<file path="src/rtl/guess_game_core.sv">
// Code-guessing game core: a secret code is keyed in, then guesses are scored
// per position against it until a win or until the allowed turns run out.
module guess_game_core #(
  parameter int NSYM    = 4,
  parameter int MAXLEN  = 7,
  parameter int MINLEN  = 4,
  parameter int MAXTURN = 4,
  localparam int SW = (NSYM > 1) ? $clog2(NSYM) : 1,
  localparam int LW = $clog2(MAXLEN + 1),
  localparam int TW = $clog2(MAXTURN + 1)
) (
  input  logic              clk,
  input  logic              reset,
  input  logic [NSYM-1:0]   key,
  input  logic              enter,
  output logic [LW-1:0]     numa,
  output logic [LW-1:0]     numb,
  output logic [2:0]        phase,
  output logic [MAXLEN-1:0] suc,
  output logic [LW-1:0]     hits,
  output logic [TW-1:0]     turns_left,
  output logic              win,
  output logic              lose,
  output logic              equal,
  output logic              bigger,
  output logic              smaller
);

  typedef enum logic [2:0] {
    ST_SET   = 3'd0,
    ST_GUESS = 3'd1,
    ST_CHECK = 3'd2,
    ST_WON   = 3'd3,
    ST_LOST  = 3'd4
  } phase_t;

  localparam logic [LW-1:0] MAXL = LW'(MAXLEN);
  localparam logic [LW-1:0] MINL = LW'(MINLEN);

  function automatic logic is_single(input logic [NSYM-1:0] v);
    return (v != '0) && ((v & (v - NSYM'(1))) == '0);
  endfunction

  function automatic logic [SW-1:0] onehot_idx(input logic [NSYM-1:0] v);
    logic [SW-1:0] idx;
    idx = '0;
    for (int k = 0; k < NSYM; k++)
      if (v[k]) idx = SW'(k);
    return idx;
  endfunction

  function automatic logic [LW-1:0] popcount(input logic [MAXLEN-1:0] v);
    logic [LW-1:0] n;
    n = '0;
    for (int i = 0; i < MAXLEN; i++)
      n = n + LW'(v[i]);
    return n;
  endfunction

  phase_t            state, state_nx;
  logic [NSYM-1:0]   key_q;
  logic              enter_q;
  logic [SW-1:0]     secret [MAXLEN];
  logic [SW-1:0]     guess  [MAXLEN];

  logic [NSYM-1:0]   press;
  logic              enter_p, single;
  logic [SW-1:0]     sym;
  logic              store_a, store_b, do_check;
  logic [MAXLEN-1:0] suc_nx;
  logic [LW-1:0]     hits_nx;
  logic              is_win, last_turn;

  assign press     = key & ~key_q;
  assign enter_p   = enter & ~enter_q;
  assign single    = is_single(press);
  assign sym       = onehot_idx(press);
  assign phase     = state;
  assign last_turn = (turns_left == TW'(1));

  always_comb begin
    for (int i = 0; i < MAXLEN; i++)
      suc_nx[i] = (LW'(i) < numa) && (LW'(i) < numb) && (secret[i] == guess[i]);
  end

  assign hits_nx = popcount(suc_nx);
  assign is_win  = (numa == numb) && (hits_nx == numa);

  always_ff @(posedge clk) begin
    if (reset) state <= ST_SET;
    else       state <= state_nx;
  end

  always_comb begin
    state_nx = state;
    store_a  = 1'b0;
    store_b  = 1'b0;
    do_check = 1'b0;
    case (state)
      ST_SET: begin
        // A full secret advances without waiting for enter.
        if (numa == MAXL)                     state_nx = ST_GUESS;
        else if (enter_p && numa >= MINL)     state_nx = ST_GUESS;
        else if (single)                      store_a  = 1'b1;
      end
      ST_GUESS: begin
        if (enter_p && numb >= MINL)          state_nx = ST_CHECK;
        else if (single && numb < MAXL)       store_b  = 1'b1;
      end
      ST_CHECK: begin
        do_check = 1'b1;
        if (is_win)         state_nx = ST_WON;
        else if (last_turn) state_nx = ST_LOST;
        else                state_nx = ST_GUESS;
      end
      default: state_nx = state;
    endcase
  end

  always_ff @(posedge clk) begin
    if (reset) begin
      key_q      <= '0;
      enter_q    <= 1'b0;
      numa       <= '0;
      numb       <= '0;
      suc        <= '0;
      hits       <= '0;
      turns_left <= TW'(MAXTURN);
      win        <= 1'b0;
      lose       <= 1'b0;
      equal      <= 1'b0;
      bigger     <= 1'b0;
      smaller    <= 1'b0;
      for (int i = 0; i < MAXLEN; i++) begin
        secret[i] <= '0;
        guess[i]  <= '0;
      end
    end else begin
      key_q   <= key;
      enter_q <= enter;
      if (store_a) begin
        for (int i = 0; i < MAXLEN; i++)
          if (LW'(i) == numa) secret[i] <= sym;
        numa <= numa + LW'(1);
      end
      if (store_b) begin
        for (int i = 0; i < MAXLEN; i++)
          if (LW'(i) == numb) guess[i] <= sym;
        numb <= numb + LW'(1);
      end
      // Scoring: results are registered as CHECK closes.
      if (do_check) begin
        suc  <= suc_nx;
        hits <= hits_nx;
        if (is_win) begin
          win     <= 1'b1;
          equal   <= 1'b1;
          bigger  <= 1'b0;
          smaller <= 1'b0;
        end else begin
          turns_left <= turns_left - TW'(1);
          smaller    <= (numb > numa);
          bigger     <= (numb < numa);
          equal      <= (numb == numa);
          lose       <= last_turn;
          numb       <= '0;
          for (int i = 0; i < MAXLEN; i++)
            guess[i] <= '0;
        end
      end
    end
  end

endmodule

</file>
<file path="config.mk">
export PLATFORM = sky130hd
export DESIGN_NAME = guess_game_core
export DESIGN_NICKNAME = d
export VERILOG_FILES = /design/src/rtl/guess_game_core.sv
export SDC_FILE = /design/constraint.sdc
export NUM_CORES = 1
export LEC_CHECK = 0
export ABC_CLOCK_PERIOD_IN_PS = 6000
export CORE_AREA = 5 5 81 83
export DETAILED_ROUTE_END_ITERATION = 7
export DIE_AREA = 0 0 86 88
export GPL_TIMING_DRIVEN = 0
export PLACE_DENSITY = 0.89
export SYNTH_ARGS = -nofsm -noshare
export SYNTH_HDL_FRONTEND = slang
export SYNTH_SLANG_ARGS = --single-unit
</file>
<file path="constraint.sdc">
create_clock -name clk -period 6 [get_ports clk]
set_clock_uncertainty 0.1 [all_clocks]
set_input_delay 1.2 -clock clk [delete_from_list [all_inputs] [get_ports clk]]
set_output_delay 1.2 -clock clk [all_outputs]
set_load 0.02 [all_outputs]
</file>
### After elaboration in Yosys (flattened, before gate mapping)

Memory sizes are Yosys's and may differ from the RTL's.
Index checks and enable logic that the tools add are counted.

| storage, ports and cells | value |
|---|---|
| memory bits (writable) | 28 |
| output and inout bits | 27 |
| memories | 2 |
| word-level logic and storage cells | 233 |
| register bits after elaboration | 32 |
| bits of input ports | 7 |

Memory list:

| memory | words | width | read ports | clocked after memory_dff | wr ports | line | source |
|---|---|---|---|---|---|---|---|
| guess | 7 | 2 | 7 | 0 | 7 | 64 | `logic [SW-1:0] guess [MAXLEN];` |
| secret | 7 | 2 | 7 | 0 | 7 | 63 | `logic [SW-1:0] secret [MAXLEN];` |

| cells by class | value |
|---|---|
| muxes and demuxes | 106 |
| reductions and logical operators | 28 |
| bitwise operators | 27 |
| $lt $le $gt $ge | 19 |
| equality and inequality tests | 28 |
| add/subtract/negate cells | 10 |

Operators by type and width:

| kind | count |
|---|---|
| 1-bit two-way mux | 74 |
| 2-bit two-way mux | 23 |
| 3-bit two-way mux | 8 |
| 1-bit OR | 21 |
| 1-bit logical AND | 19 |
| 3-bit equality test (first input constant) | 6 |
| 3-bit less-than comparator (first input constant) | 6 |
| 2-bit equality test | 7 |
| 3-bit by 1-bit adder with 3-bit output | 4 |
| 2-bit by 3-bit equality test with 1-bit output (first input constant) | 4 |
| 1-bit by 3-bit less-than comparator with 1-bit output (first input constant) | 4 |
| 2-bit by 3-bit less-than comparator with 1-bit output (first input constant) | 4 |
| 3-bit equality test | 3 |
| 3-bit zero test | 3 |
| 3-bit one-hot mux with 3 select lines | 1 |
| 4-bit bitwise AND | 2 |
| 3-bit by 1-bit adder with 3-bit output (second input constant) | 2 |
| 1-bit by 3-bit equality test with 1-bit output (first input constant) | 2 |
| 3-bit by 1-bit equality test with 1-bit output (second input constant) | 2 |
| 3-bit >= comparator (second input constant) | 2 |
| 4-bit zero test | 1 |
| 4-bit NOT | 1 |
| 2-bit AND reduction | 2 |
| 4-bit nonzero test | 1 |
| other kinds (15) | 16 |

### Depth between registers and ports, before layout

| depth | value |
|---|---|
| depth after elaboration | 16 |
| gate-level depth with buffers | 14 |
| mapped depth without buffers | 12 |

### Least setup slack after synthesis

OpenSTA, ideal clock, no wires.

| path | value |
|---|---|
| path kind | reg2reg |
| start point | register numb[2] |
| end point | memory guess[6][0] in the netlist's numbering |
| cell stages (with the launch flop) | 15 |
| library setup time | 0.091 ns |
| setup slack | 1.458 ns |
| arrival time | 4.351 ns |
| required time | 5.809 ns |
| path buffers | 3 |
| clock period less this slack | 4.542 ns |
| path through | dfxtp_1 > clkbuf_1 > nor3_1 > a2111oi_0 > fa_1 > inv_1 > fa_1 > fa_1 > fa_1 > xor2_1 > a41oi_1 > buf_2 > or2_1 > buf_4 > a311oi_1 |

RTL lines:

| what | line | source |
|---|---|---|
| from (decl) | 17 | `output logic [LW-1:0] numb,` |
| from (signal assigned) | 149 | `numb <= numb + LW'(1);` |
| to (decl) | 64 |  |

==> run summary <==
All-Layer GR Usage = 0.211
Worst-path clk slew = 0.07 ns
Ranking of synthesized cells by area = dfxtp_1, edfxtp_1, ha_1
Cells after synthesis = 324
Synthesized area = 0.00310 sq mm
YS warnings = 0
Crit. End Element = flip-flop
Post_cts resized = 0
Leak pwr = 1.33 nW
Setup WS post-layout = 0.643 ns
IO buf count = 33
CTS Hold Bufs = 0
Area fraction in compound gates after synthesis = 0.121
Status = finished clean
Area share of the largest cell type after synthesis = 0.245
Min-Delay Path Depth = 2
Post-Place Worst Slack = 0.833 ns
CTS H-tree depth = 3
Reg2reg setup slack = 0.64 ns
Fin crit period = 5.36 ns
Reg-to-reg endpoint = guess[2][1]
DR vias/cell = 5.55
Slowest cell on crit path = a2111oi_0
Initial Util = 0.536
CP Class = flip-flop to flip-flop
Post-synthesis xor/xnor area fraction = 0.0593
# nets final = 392
HP Start = equal
Worst Path Max Fanout = 10
Row cnt = 28
Worst path cell trace = clkbuf_1, nor3_1, a2111oi_0, fa_1, inv_1, fa_1, fa_1, fa_1, xor2_1, a41oi_1, buf_2, nor2_1, o21ai_0
Post-placement cell count = 432
Cts bufs inserted = 9
HP Class = flip-flop to flip-flop
Worst Max-Slew Pin Slew = 0.984 ns
Drt drc = 0
Pre-Repair DR Iteration Count = 4
DIE WIDTH = 86 um
TritonCTS Sinks = 60
Worst setup SP type = flip-flop
Inserted Diodes = 0
GP Congestion = 0.920
Setup bufs post-CTS = 0
Maximum vdd drop = 0.166 mV
Non-Filler Instances = 448
Maximum clock insertion buffer count = 2
Final setup vio count = 0
Area leader, netlist = dfxtp_1
Mux cell area share after synthesis = 0.0133
Area of the die = 0.00757 sq mm
Unique masters post-synth = 52
Ys async rst share = 0
GR Overflow Total = 0
Core ar. = 0.00578 sq mm
Worst hold endpoint = equal
Initial antenna violation count = 0
Tot Pwr = 0.901 mW
Clock latency on the worst-skew pair = 0.35 ns
Syn Area/Cell = 9.57 sq um
Clock root cell = clkbuf_8
Post-synthesis sequential area ratio = 0.458
Flops & latches, synth = 60
Post-DP HPWL = 5550 um
CTS tree = yes
Antenna Nets Post-Route = 0
Final TNS setup = 0 ns
Predominant post-synthesis flop cell = dfxtp_1
Arrival time worst endpoint = 5.26 ns
RSZ-0062 raised after global routing = false
DR vias = 2486
DR WL/cell = 16.8 um
Register-to-Register Path Depth = 13
Post-Synth Adder-Cell Area = 0.0783
Total detailed-routing wirelength = 7530 um
Final hold violations = 0
Largest family of logic cells by synthesized area = simple AND/OR/NAND/NOR gates
Pin count of the biggest net entering global routing = 12
1st-iter DRT viols = 254
Final Slew Violations = 0
Simple-Gate Fraction of Synth Area = 0.226
F_max = 187 MHz
CP max stage delay = 0.83 ns
Worst path most repeated cell = fa_1
First-pass GRT wire length = 12000 um
Fin crit share = 0.893
CP required = 5.90 ns
Worst r2r src = numb[2]
I/O pin total = 34
Maxcap violations = 0
P&R area growth vs syn = 19.9%
Critical Path Source = numb[2]
Slew headroom = 0.327
Layout cells sized above 1 = 0.0777
Number of synthesized flops with an enable pin = 22
PD cells = 242 mW/mm^2
Vias in the first global route = 2540
DIE HEIGHT = 88 um
Syn_nets = 348
synth_stat cells (2+ instances only):
| library cell | number |
|---|---|
| inv_1 | 13 |
| dfxtp_1 | 38 |
| nor3_1 | 6 |
| nor4b_1 | 2 |
| or3_1 | 2 |
| buf_1 | 2 |
| nand2b_1 | 10 |
| nor4_1 | 2 |
| nand3_1 | 9 |
| or4_1 | 4 |
| nor2_1 | 41 |
| edfxtp_1 | 22 |
| ha_1 | 13 |
| o31ai_1 | 3 |
| and2_1 | 4 |
| fa_1 | 4 |
| nand4_1 | 3 |
| nor2b_1 | 13 |
| xor2_1 | 12 |
| a21oi_1 | 17 |
| a211oi_1 | 5 |
| buf_2 | 5 |
| or3b_1 | 2 |
| xnor2_1 | 9 |
| clkbuf_1 | 8 |
| buf_4 | 3 |
| mux2i_1 | 3 |
| nand2_1 | 21 |
| and3_1 | 8 |
| o21ai_0 | 12 |
| o21bai_1 | 7 |
kinds of logic after synthesis:
logic type / count (synthesis)
AO/OA/AOI/OAI: 57
XOR/XNOR: 21
adder cells (fa/ha/maj): 17
buffers and inverters: 31
flip-flops: 60
multiplexers: 4
AND/OR/NAND/NOR: 134
power by group:
group | switching (mW) | leakage (nW) | internal [mW]
sequential | 0.00620 | 0.535 | 0.433
combinational | 0.0618 | 0.693 | 0.0371
clock | 0.162 | 0.0991 | 0.201
worst max-delay path: cells and delay by family (launching register included):
| family | cells | cell delay (ns) |
|---|---|---|
| compound gates | 3 | 1.39 |
| xor+xnor | 1 | 0.17 |
| fa+ha+maj | 4 | 1.85 |
| buf+inv | 3 | 0.77 |
| flops | 1 | 0.48 |
| simple gates | 2 | 0.24 |
registers in the layout, indices dropped and copies added, names as in the netlist:
signal and count:
key_q 4, enter_q 1, win 1, guess 14
equal 1, secret 14, lose 1, suc 7
numa 3, smaller 1, numb 3, hits 3
bigger 1, phase 3, turns_left 3
worst max-delay path by stage:
stage             endpoint  slack (ns)  cells after the start
6_report       guess[2][1]        0.64                     13
5_1_grt        guess[2][1]        0.34                     13
4_1_cts        guess[2][1]        0.79                     13
3_5_place_dp   guess[2][1]        0.83                     13
3_3_place_gp   guess[2][0]        0.83                     13
2_1_floorplan  guess[6][0]        1.46                     14
per-layer routing:
layer / wire length, um / up-vias / GRT usage
li1: - / 1220 / -
met1: 3370 / 1182 / 0.261
met2: 3630 / 71 / 0.355
met3: 386 / 13 / 0.0480
met4: 138 / 0 / 0.0892
met5: 0 / - / 0
area by class of cell:
type	count	area (sq um)
plain buffers	18	85.1
clock buffers	11	141
clock inverters	5	52.6
fillers	462	2060
inverters	13	48.8
multi-input cells	233	1550
flip-flops and latches	60	1420
well taps	75	93.8
repair buffers	33	330
metrics by stage:
step | utilization | area [sq um] | hold WS, ns
CTS | 0.643 | 3720 | 0.359
floorplan | - | 3100 | 0.388
global placement | 0.610 | 3520 | 0.342
global route | 0.643 | 3720 | 0.385
finish | 0.643 | 3720 | 0.354
detailed placement | 0.610 | 3520 | 0.351
cell usage in the layout, fill, tap and decap left out, types with 6 or more instances in the layout:
cell	synthesis	routed
nor2_1	41	41
edfxtp_1	22	22
nor3_1	6	6
dfxtp_1	38	38
inv_1	13	13
xor2_1	12	12
nand2_1	21	21
and3_1	8	8
a21oi_1	17	17
o21ai_0	12	12
ha_1	13	13
xnor2_1	9	9
o21bai_1	7	7
nand3_1	9	9
clkbuf_1	8	9
nand2b_1	10	10
clkbuf_8	0	10
clkdlybuf4s50_1	0	33
nor2b_1	13	13
No activity file was read; power rests on OpenSTA's default activity.
